File: src/rtl/fifo_read_if.sv
// Consumer-side valid/ready handshake for the async FIFO read controller.
// The master presents words. The slave accepts a word by raising out_ready.
interface fifo_read_if #(
  parameter int DATA_WIDTH = 8
);
  logic [DATA_WIDTH-1:0] out_data;
  logic                  out_valid;
  logic                  out_ready;

  modport master (
    output out_data,
    output out_valid,
    input  out_ready
  );

  modport slave (
    input  out_data,
    input  out_valid,
    output out_ready
  );
endinterface

File: src/rtl/fifo_read_controller.sv
// Read-domain controller for the async FIFO: write-pointer synchroniser, read pointer
// (binary + registered Gray), memory read address and a single registered output slot.
module fifo_read_controller #(
  parameter  int DATA_WIDTH = 8,
  parameter  int DEPTH      = 8,
  localparam int PTR_WIDTH  = $clog2(DEPTH) + 1,
  localparam int ADDR_WIDTH = $clog2(DATA_WIDTH * (DEPTH - 1))
) (
  input  logic                  read_clk,
  input  logic                  reset,
  input  logic [PTR_WIDTH-1:0]  write_pointer_gray,
  output logic [PTR_WIDTH-1:0]  read_pointer_gray,
  output logic [ADDR_WIDTH-1:0] read_address,
  input  logic [DATA_WIDTH-1:0] read_data,
  fifo_read_if.master           out_bus,
  output logic                  empty,
  output logic [PTR_WIDTH-1:0]  fill_level
);

  logic [PTR_WIDTH-1:0]  wsync1;
  logic [PTR_WIDTH-1:0]  wsync2;
  logic [PTR_WIDTH-1:0]  wbin;
  logic [PTR_WIDTH-1:0]  rptr_bin;
  logic [PTR_WIDTH-1:0]  rptr_gray;
  logic [DATA_WIDTH-1:0] data_q;
  logic                  valid_q;

  logic [PTR_WIDTH-1:0]  rptr_bin_d;
  logic [PTR_WIDTH-1:0]  rptr_gray_d;
  logic [DATA_WIDTH-1:0] data_d;
  logic                  valid_d;

  logic                  mem_empty;
  logic                  load;
  logic                  accept;

  // Each binary bit is the XOR of its Gray bit and every Gray bit above it.
  always_comb begin
    wbin = '0;
    for (int i = 0; i < PTR_WIDTH; i++) begin
      wbin[i] = ^(wsync2 >> i);
    end
  end

  // Status is decoded from registers only, so no input reaches these outputs.
  assign mem_empty  = (rptr_gray == wsync2);
  assign empty      = mem_empty;
  assign fill_level = wbin - rptr_bin;

  // The pointer MSB is only the full/empty lap marker; it never addresses memory.
  assign read_address = ADDR_WIDTH'(rptr_bin[PTR_WIDTH-2:0] * DATA_WIDTH);

  assign read_pointer_gray = rptr_gray;
  assign out_bus.out_data  = data_q;
  assign out_bus.out_valid = valid_q;

  assign accept = valid_q && out_bus.out_ready;
  assign load   = !mem_empty && (!valid_q || out_bus.out_ready);

  // Load takes priority over accept: a simultaneous accept and load replaces the word
  // in the slot and keeps out_valid high, which gives one word per cycle.
  always_comb begin
    // NOTE: every signal gets a hold default before any branch, so no path leaves
    // a value unassigned and no latch is inferred.
    rptr_bin_d  = rptr_bin;
    rptr_gray_d = rptr_gray;
    data_d      = data_q;
    valid_d     = valid_q;
    if (load) begin
      rptr_bin_d  = rptr_bin + PTR_WIDTH'(1);
      rptr_gray_d = rptr_bin_d ^ (rptr_bin_d >> 1);
      data_d      = read_data;
      valid_d     = 1'b1;
    end else if (accept) begin
      valid_d     = 1'b0;
    end
  end

  always_ff @(posedge read_clk) begin
    // NOTE: state is updated with non-blocking assignments so every flop samples
    // the pre-edge values; wsync2 <= wsync1 then forms a true two-stage chain.
    if (!reset) begin
      wsync1    <= '0;
      wsync2    <= '0;
      rptr_bin  <= '0;
      rptr_gray <= '0;
      data_q    <= '0;
      valid_q   <= 1'b0;
    end else begin
      wsync1    <= write_pointer_gray;
      wsync2    <= wsync1;
      rptr_bin  <= rptr_bin_d;
      rptr_gray <= rptr_gray_d;
      data_q    <= data_d;
      valid_q   <= valid_d;
    end
  end

endmodule

File: src/flat_wrapper.sv
// flat-port wrapper written by rule: the top's interface ports become plain ports
module fifo_read_controller_flat 
#(
  parameter  int DATA_WIDTH = 8,
  parameter  int DEPTH      = 8,
  localparam int PTR_WIDTH  = $clog2(DEPTH) + 1,
  localparam int ADDR_WIDTH = $clog2(DATA_WIDTH * (DEPTH - 1))
)
  (read_clk, reset, write_pointer_gray, read_pointer_gray, read_address, read_data, empty, fill_level, out_bus_out_data, out_bus_out_valid, out_bus_out_ready);
  fifo_read_if #(.DATA_WIDTH(DATA_WIDTH)) out_bus_i ();
  input  logic read_clk;
  input  logic reset;
  input  logic [PTR_WIDTH-1:0] write_pointer_gray;
  output logic [PTR_WIDTH-1:0] read_pointer_gray;
  output logic [ADDR_WIDTH-1:0] read_address;
  input  logic [DATA_WIDTH-1:0] read_data;
  output logic empty;
  output logic [PTR_WIDTH-1:0] fill_level;
  output wire logic [$bits(out_bus_i.out_data)-1:0] out_bus_out_data;
  output wire logic [$bits(out_bus_i.out_valid)-1:0] out_bus_out_valid;
  input wire logic [$bits(out_bus_i.out_ready)-1:0] out_bus_out_ready;
  assign out_bus_out_data = out_bus_i.out_data;
  assign out_bus_out_valid = out_bus_i.out_valid;
  assign out_bus_i.out_ready = out_bus_out_ready;
  fifo_read_controller #(.DATA_WIDTH(DATA_WIDTH), .DEPTH(DEPTH)) u_core (.read_clk(read_clk), .reset(reset), .write_pointer_gray(write_pointer_gray), .read_pointer_gray(read_pointer_gray), .read_address(read_address), .read_data(read_data), .out_bus(out_bus_i), .empty(empty), .fill_level(fill_level));
endmodule
File: config.mk
export PLATFORM = sky130hd
export DESIGN_NAME = fifo_read_controller_flat
export DESIGN_NICKNAME = d
export VERILOG_FILES = /design/src/rtl/fifo_read_if.sv /design/src/rtl/fifo_read_controller.sv /design/src/flat_wrapper.sv
export SDC_FILE = /design/constraint.sdc
export NUM_CORES = 1
export LEC_CHECK = 0
export CAP_MARGIN = 20
export CELL_PAD_IN_SITES_DETAIL_PLACEMENT = 0
export CELL_PAD_IN_SITES_GLOBAL_PLACEMENT = 1
export CORE_MARGIN = 5
export CORE_UTILIZATION = 29
export DETAILED_ROUTE_END_ITERATION = 8
export GPL_TIMING_DRIVEN = 0
export PLACE_DENSITY_LB_ADDON = 0.1
export SETUP_SLACK_MARGIN = 0.5
export SYNTH_ARGS = -nofsm -noshare
export SYNTH_HDL_FRONTEND = slang
export SYNTH_SLANG_ARGS = --single-unit
File: constraint.sdc
create_clock -name read_clk -period 2.3 [get_ports read_clk]
set_input_delay 0.69 -clock read_clk [delete_from_list [all_inputs] [get_ports read_clk]]
set_output_delay 0.69 -clock read_clk [all_outputs]
set_load 0.05 [all_outputs]
==> impl_metrics.toml <==
[worst_setup_path]
crit_type = "reg -> out"
crit_path_start = "u_core.wsync2[3]$_SDFF_PN0_"
cp-end-kind = "output port"
crit_chain = "xor2_4 -> xnor2_2 -> xor2_1 -> ha_2 -> inv_1 -> a21o_1 -> a21oi_4 -> xor2_4 -> buf_6"
cp.arrival_ns = 2.12
cp_slowest_stage_delay_ns = 0.37
reg2reg_from = "u_core.wsync2[3]$_SDFF_PN0_"
path_common_cell = "xor2_4"
crit_required_ns = 1.61
crit_fanout = 2
cp-start-kind = "register"
slowest_stage = "dfxtp_4"

[global_routing]
met1_usage_pct = 14.2
antenna_found_initial = 0
top_usage_layer = "met2"
grt_usage_pct = 11.5
grt.met3_usage_pct = 3.93
grt-ovfl-total = 0
grt_max_degree = 13
grt_pass1_vias = 1007
use_met2_pct = 18.2
grt_pass1_wl_um = 4650

[yosys]
synthCells = 122
synth_top_cell_area_share_pct = 43.8
synth_seq_area_share_pct = 43.8
yosys_warnings = 0
ys_ff_latch = 24
synth.cell_area_um2 = 1100
synth.distinct_cells = 25
yosys-top-cells-area = "dfxtp_1 (44%), o21ai_0 (6.4%), nand3_1 (5.9%)"
yosys.area.top_type = "dfxtp_1"
avgSynthCellArea_um2 = 8.98

[die]
fp-row-count = 22
io_pins = 39
die_area_um2 = 5110
start_util_pct = 29.9
die_x_um = 71.5
core_area_um2 = 3660
die_h_um = 71.5

[status]
outcome = "finished with violations"
violations = "negative setup slack"

[final_layout]
multi_input_area_um2 = 752
final_util_pct = 52.3
drive_above_1_share_pct = 46.5
nFillCells = 351
area_growth_pct = 74.8
fin_nets = 194
stdcell_area_um2 = 1920
antenna_cells = 0
register_area_um2 = 494

[clocking]
cts_buffers = 3
cts_root_buffer = "clkbuf_8"
cts.sinks = 24
clock_path_buffers = 2
cts_tree = "yes"
h-tree-depth = 1
clk_pin_slew_worst_paths_ns = 0.08
postCtsHoldBufs = 0
clock_latency_ns = 0.27

[power_and_ir_drop]
power.density_nw_per_um2 = 1270
ir_drop_mv = 0.395
p_leak_nw = 0.759

[routing]
drt_wl_total_um = 2840
vias_per_cell = 4.47
first_pass_iters = 4
drc = 0
antenna_left = 0
wire_per_inst_um = 12.9
dr_total_vias = 984
drt_iter0_markers = 27

[sta]
fmax_mhz = 356
finalSetupViolations = 4
finalMaxSlewViolations = 0
fin_ws_ns = -0.511
timing_hold_violations_final = 0
skew_ns = 0.00308
relSlewSlack_pct = 54.1
rsz0062_at_grt = "yes"
finalCritPeriodShare_pct = 122
worstMarginPinSlew_ns = 0.688
finalCriticalPeriod_ns = 2.81

[place]
port_buffers = 34
dpl_cell_area_um2 = 1590
globalplace.congestion = 0.738
dp_hpwl_um = 1910

[worst_hold_path]
min_path_type = "reg -> reg"
holdCritStartpoint = "u_core.wsync1[3]$_SDFF_PN0_"

[run]
cap_violations = 0
[final cells by class]
cell class	instances	area share [%]
Buffer	10	3.72
Clock buffer	3	2.16
Inverter	7	1.76
Multi-Input combinational cell	83	39.3
Sequential cell	24	25.8
Tap cell	48	3.14
Timing Repair Buffer	45	24.2
[power breakdown]
part,switching [mW],internal [mW]
Clock,0.129,0.117
Combinational,0.935,0.644
Sequential,0.0969,0.509
[final timing paths]
path | endpoint | slack (ns) | cells past startpoint
min reg2reg | u_core.wsync2[3]$_SDFF_PN0_ | 0.44 | 1
min | u_core.wsync2[3]$_SDFF_PN0_ | 0.44 | 1
max | fill_level[3] | -0.51 | 9
max reg2reg | u_core.out_bus.out_data[7]$_SDFFE_PN0P_ | 0.41 | 10
[worst max-delay path, delay by kind of cell, from the launching register on]
kind,cells,cell delay (ns)
xor gates and xnor gates,4,0.70
DFF,1,0.37
AOI/OAI and AO/OA,2,0.37
buffers and inverters,2,0.21
adders and majority gates,1,0.20
[cells in the final DEF (no fill, tap or decap), types with 2 or more instances in the layout]
cell type | Yosys | routed
dfxtp_1 | 24 | 15
nand2_1 | 13 | 13
clkdlybuf4s50_1 | 0 | 13
nand3_2 | 0 | 12
o21ai_1 | 0 | 11
buf_6 | 1 | 10
and2_1 | 9 | 9
clkdlybuf4s15_2 | 0 | 9
buf_4 | 4 | 8
dfxtp_2 | 0 | 8
xnor2_1 | 7 | 5
inv_1 | 7 | 4
xor2_1 | 7 | 4
clkbuf_1 | 5 | 4
xor2_4 | 0 | 3
conb_1 | 1 | 3
clkbuf_8 | 0 | 3
clkbuf_2 | 0 | 3
clkinvlp_4 | 0 | 2
buf_8 | 0 | 2
o21ai_2 | 0 | 2
ha_1 | 4 | 2
clkbuf_4 | 0 | 2
buf_2 | 0 | 2
[Yosys cell counts, drive strengths merged]
cell type  number
fa              1
conb            1
clkbuf          5
ha              4
and3            1
nand3          13
xnor2           7
o41ai           1
inv             7
buf             5
nand2b          1
a21oi           2
and2            9
a21boi          2
a21o            1
nor4            1
nand2          13
or3             1
dfxtp          24
xor2            7
o21ai          14
o211ai          1
o31ai           1
[kinds of logic (layout without fill, tap and decap cells)]
group / after synthesis / after routing / share of synthesized area [%]
XOR/XNOR: 14 / 14 / 11.2
other: 1 / 3 / 0.342
adder cells (fa/ha/maj): 5 / 5 / 6.39
flip-flops: 24 / 24 / 43.8
AO/OA/AOI/OAI: 22 / 22 / 12.6
buffers and inverters: 17 / 65 / 7.88
AND/OR/NAND/NOR: 39 / 39 / 17.8
[repair_timing]
| action | in CTS | in global routing |
|---|---|---|
| setup endpoints to repair | 30 | 20 |
| buffers inserted | 8 | 1 |
| cloned | 0 | 2 |
| resized for setup | 95 | 49 |
| pin swaps | 10 | 5 |
| endpoints found under the hold margin | 0 | 0 |
[sequential cells by signal (all words and copies together), names as in the netlist]
name,flops
u_core.out_bus.out_data,8
u_core.out_bus.out_valid,1
u_core.read_pointer_gray,4
u_core.rptr_bin,3
u_core.wsync1,4
u_core.wsync2,4
[routing by layer]
layer	share of wire (%)	wire, µm	vias to the layer above
met3	6.1	172	4
met2	49	1400	22
met4	1.6	45	0
li1	-	-	493
met5	0	0	-
met1	43	1220	465
[metrics by stage]
| stage | setup TNS (ns) | cells | hold slack [ns] | setup slack [ns] | power [mW] |
|---|---|---|---|---|---|
| after global placement | -3.13 | 206 | 0.418 | -0.894 | 1.90 |
| after detailed placement | -3.24 | 206 | 0.422 | -0.918 | 1.92 |
| after CTS | -1.56 | 217 | 0.442 | -0.500 | 2.26 |
| after global routing | -1.91 | 220 | 0.453 | -0.593 | 2.56 |
| after floorplan | -0.598 | 124 | 0.412 | -0.235 | 1.54 |
| final | -1.58 | 220 | 0.438 | -0.511 | 2.43 |
No activity file was read; power rests on OpenSTA's default activity.
==> RTL change: new RTL, same settings <==
`DATA_WIDTH` is set to 8 in 3 places; all go to 4.
--- a/src/rtl/fifo_read_if.sv
+++ b/src/rtl/fifo_read_if.sv
@@ -2,5 +2,5 @@
 // The master presents words. The slave accepts a word by raising out_ready.
 interface fifo_read_if #(
-  parameter int DATA_WIDTH = 8
+  parameter int DATA_WIDTH = 4
 );
   logic [DATA_WIDTH-1:0] out_data;
--- a/src/rtl/fifo_read_controller.sv
+++ b/src/rtl/fifo_read_controller.sv
@@ -2,5 +2,5 @@
 // (binary + registered Gray), memory read address and a single registered output slot.
 module fifo_read_controller #(
-  parameter  int DATA_WIDTH = 8,
+  parameter  int DATA_WIDTH = 4,
   parameter  int DEPTH      = 8,
   localparam int PTR_WIDTH  = $clog2(DEPTH) + 1,
--- a/src/flat_wrapper.sv
+++ b/src/flat_wrapper.sv
@@ -2,5 +2,5 @@
 module fifo_read_controller_flat 
 #(
-  parameter  int DATA_WIDTH = 8,
+  parameter  int DATA_WIDTH = 4,
   parameter  int DEPTH      = 8,
   localparam int PTR_WIDTH  = $clog2(DEPTH) + 1,
Interface: changed (resized out_bus_out_data, read_address and read_data); port bits go from 39 to 30. No check against the original RTL was run, so the function may have changed too.
==> RTL change against the original RTL <==
The flow still finishes with violations (setup timing); sequential cell count shrank 4; largest cell class unchanged; setup slack lost 0.010 ns; die area shrank 9.1%; synthesized area shrank 11%; total power shrank 22%; design area shrank 21%; critical path type unchanged; register-to-register slack gained 0.18 ns; routed wire length shrank 24%; largest power group unchanged.
==> RTL change: results (changes against the original RTL) <==
status:
  outcome: "finished with violations"
  violations: "setup timing"
critical_path:
  rrSetupSlack_ns: 0.59  # +0.18 ns
  r2r_cells: 7  # -3
  cpPeakStageDelay_ns: 0.38
  r2r-start: "u_core.wsync2[3]"
  cp.arrival_ns: 2.13
  slowest_stage: "dfxtp_4"
  r2r-end: "u_core.read_pointer_gray[2]"
  crit_fanout: 3  # +1
place:
  gp_congestion: 0.704  # -4.7%
  dp.final_hpwl_um: 1620  # -15%
  portBuffers: 27  # -21%
  pre_cts_ws_ns: -0.915  # +0.00246 ns
  dp.cells: 176  # -15%
clock_network:
  clkTransAtPathRegs_ns: 0.10  # +0.02 ns
  insertion_delay_ns: 0.30  # +0.03 ns
  clk_path_buf_depth: 2  # unchanged
  cts_root_buffer: "clkbuf_4"
yosys:
  synth_top_cell_area_share: 0.408  # -0.0302
  synth_area_leaders: "dfxtp_1 41%, o21ai_2 7.1%, xor2_1 7.1%"
  yosysUniqueCellTypes: 23  # -8.0%
  synth_warnings: 0  # unchanged
  avgSynthCellArea_um2: 9.62  # +7.0%
  synthTopCellsByCount: "20 x dfxtp_1, 12 x nand2_1, 9 x and2_1"
  ys_seq_area_frac: 0.408  # -0.0302
  async_flop_share: 0  # unchanged
pwr:
  p_leak_nw: 0.626  # -18%
  max-vdd-ir-drop_mv: 0.556  # +41%
final_layout:
  fillers: 345  # -1.7%
  antenna_cells: 0  # unchanged
  nets: 155  # -20%
  layout-drive-gt1-share: 0.420  # -0.0448
route:
  avgRoutedWirePerCell_um: 11.8  # -8.9%
  drtIter0Drc: 16  # -41%
  viasPerCell: 4.21  # -5.8%
  first_pass_iters: 2  # -2
  wl_um: 2170  # -24%
sta:
  setup_viol: 4  # unchanged
  fin_skew_ns: 0.0115  # +0.00842 ns
  worst_slack_ns: -0.522  # -0.0103 ns
global_route:
  grt-ovfl-total: 0  # unchanged
  grt_pass1_wl_um: 3430  # -26%
  grt_max_degree: 12  # -1
  grt_pass1_vias: 721  # -28%
  grt.total_usage: 0.102  # -0.0125
worst_hold_path:
  hold_end: "u_core.wsync2[1]"
  min-delay-start: "u_core.wsync1[1]"
  hp-class: "reg -> reg"
  whs_path_depth: 1  # unchanged
RTL change: changes by cell type after synthesis, sizes merged, moves of 2 or more:
cell    change
dfxtp       -4
o21ai       -6
nand3       -5
clkbuf      -2
mux2i       +2
RTL change: layout make-up:
type	count	area, um^2	area share
clock buffer	4	36.3	0.0240
timing repair buffer	31	297	0.196
buffer	7	60.1	0.0397
sequential	20	415	0.274
inverter	6	30.0	0.0198
tap	46	57.6	0.0380
multi-input combinational	70	618	0.408
RTL change: through the flow:
step / hold WS (ns) / utilization / TNS, ns / area (um^2)
5_1_grt: 0.468 / 0.457 / -2.00 / 1510
4_1_cts: 0.444 / 0.445 / -2.24 / 1470
2_1_floorplan: 0.412 / - / -0.598 / 1070
6_report: 0.442 / 0.457 / -1.63 / 1510
3_5_place_dp: 0.417 / 0.424 / -3.70 / 1400
3_3_place_gp: 0.417 / 0.424 / -3.82 / 1400
RTL change: per-layer routing:
metal	GRT usage	wire [um]
met4	0.0521	27
met3	0.0263	143
met1	0.127	941
met5	0	0
met2	0.162	1050
RTL change: what timing repair did:
item | CTS | global route
pin swaps | 3 | 3
gates resized for setup | 76 | 17
setup endpoints to repair | 29 | 13
buffers inserted | 1 | 3
RTL change: kinds of logic (layout without fill, tap and decap cells):
family,after synthesis,after routing,share of synthesized area
compound gates,13,13,0.111
xor+xnor,15,15,0.134
fa+ha+maj,5,5,0.0714
buf+inv,13,48,0.0816
flops,20,20,0.408
mux,2,2,0.0204
other cells,1,2,0.00382
simple gates,33,33,0.170
RTL change: how the worst max path moves through the flow:
stage	start	to	slack, ns	depth (start not counted)
3_3_place_gp	u_core.wsync2[2]	fill_level[3]	-0.91	9
3_5_place_dp	u_core.wsync2[2]	fill_level[3]	-0.92	9
2_1_floorplan	u_core.wsync2[2]	fill_level[3]	-0.23	8
6_report	u_core.wsync2[3]	fill_level[3]	-0.52	9
4_1_cts	u_core.wsync2[3]	fill_level[3]	-0.59	9
5_1_grt	u_core.wsync2[3]	fill_level[3]	-0.65	9
RTL change: worst reg2reg max path, cell delays in order, from the launching register on:
cell and delay [ns]:
dfxtp_4 0.38, buf_4 0.15, xor2_4 0.18, o41a_1 0.45, buf_6 0.16, buf_12 0.15, nand3_1 0.10, o21ai_2 0.06
RTL change: report_power, final:
group	leakage [nW]	internal, mW	switching (mW)
clock network	0.0210	0.0963	0.104
logic	0.436	0.489	0.734
registers	0.169	0.417	0.0691
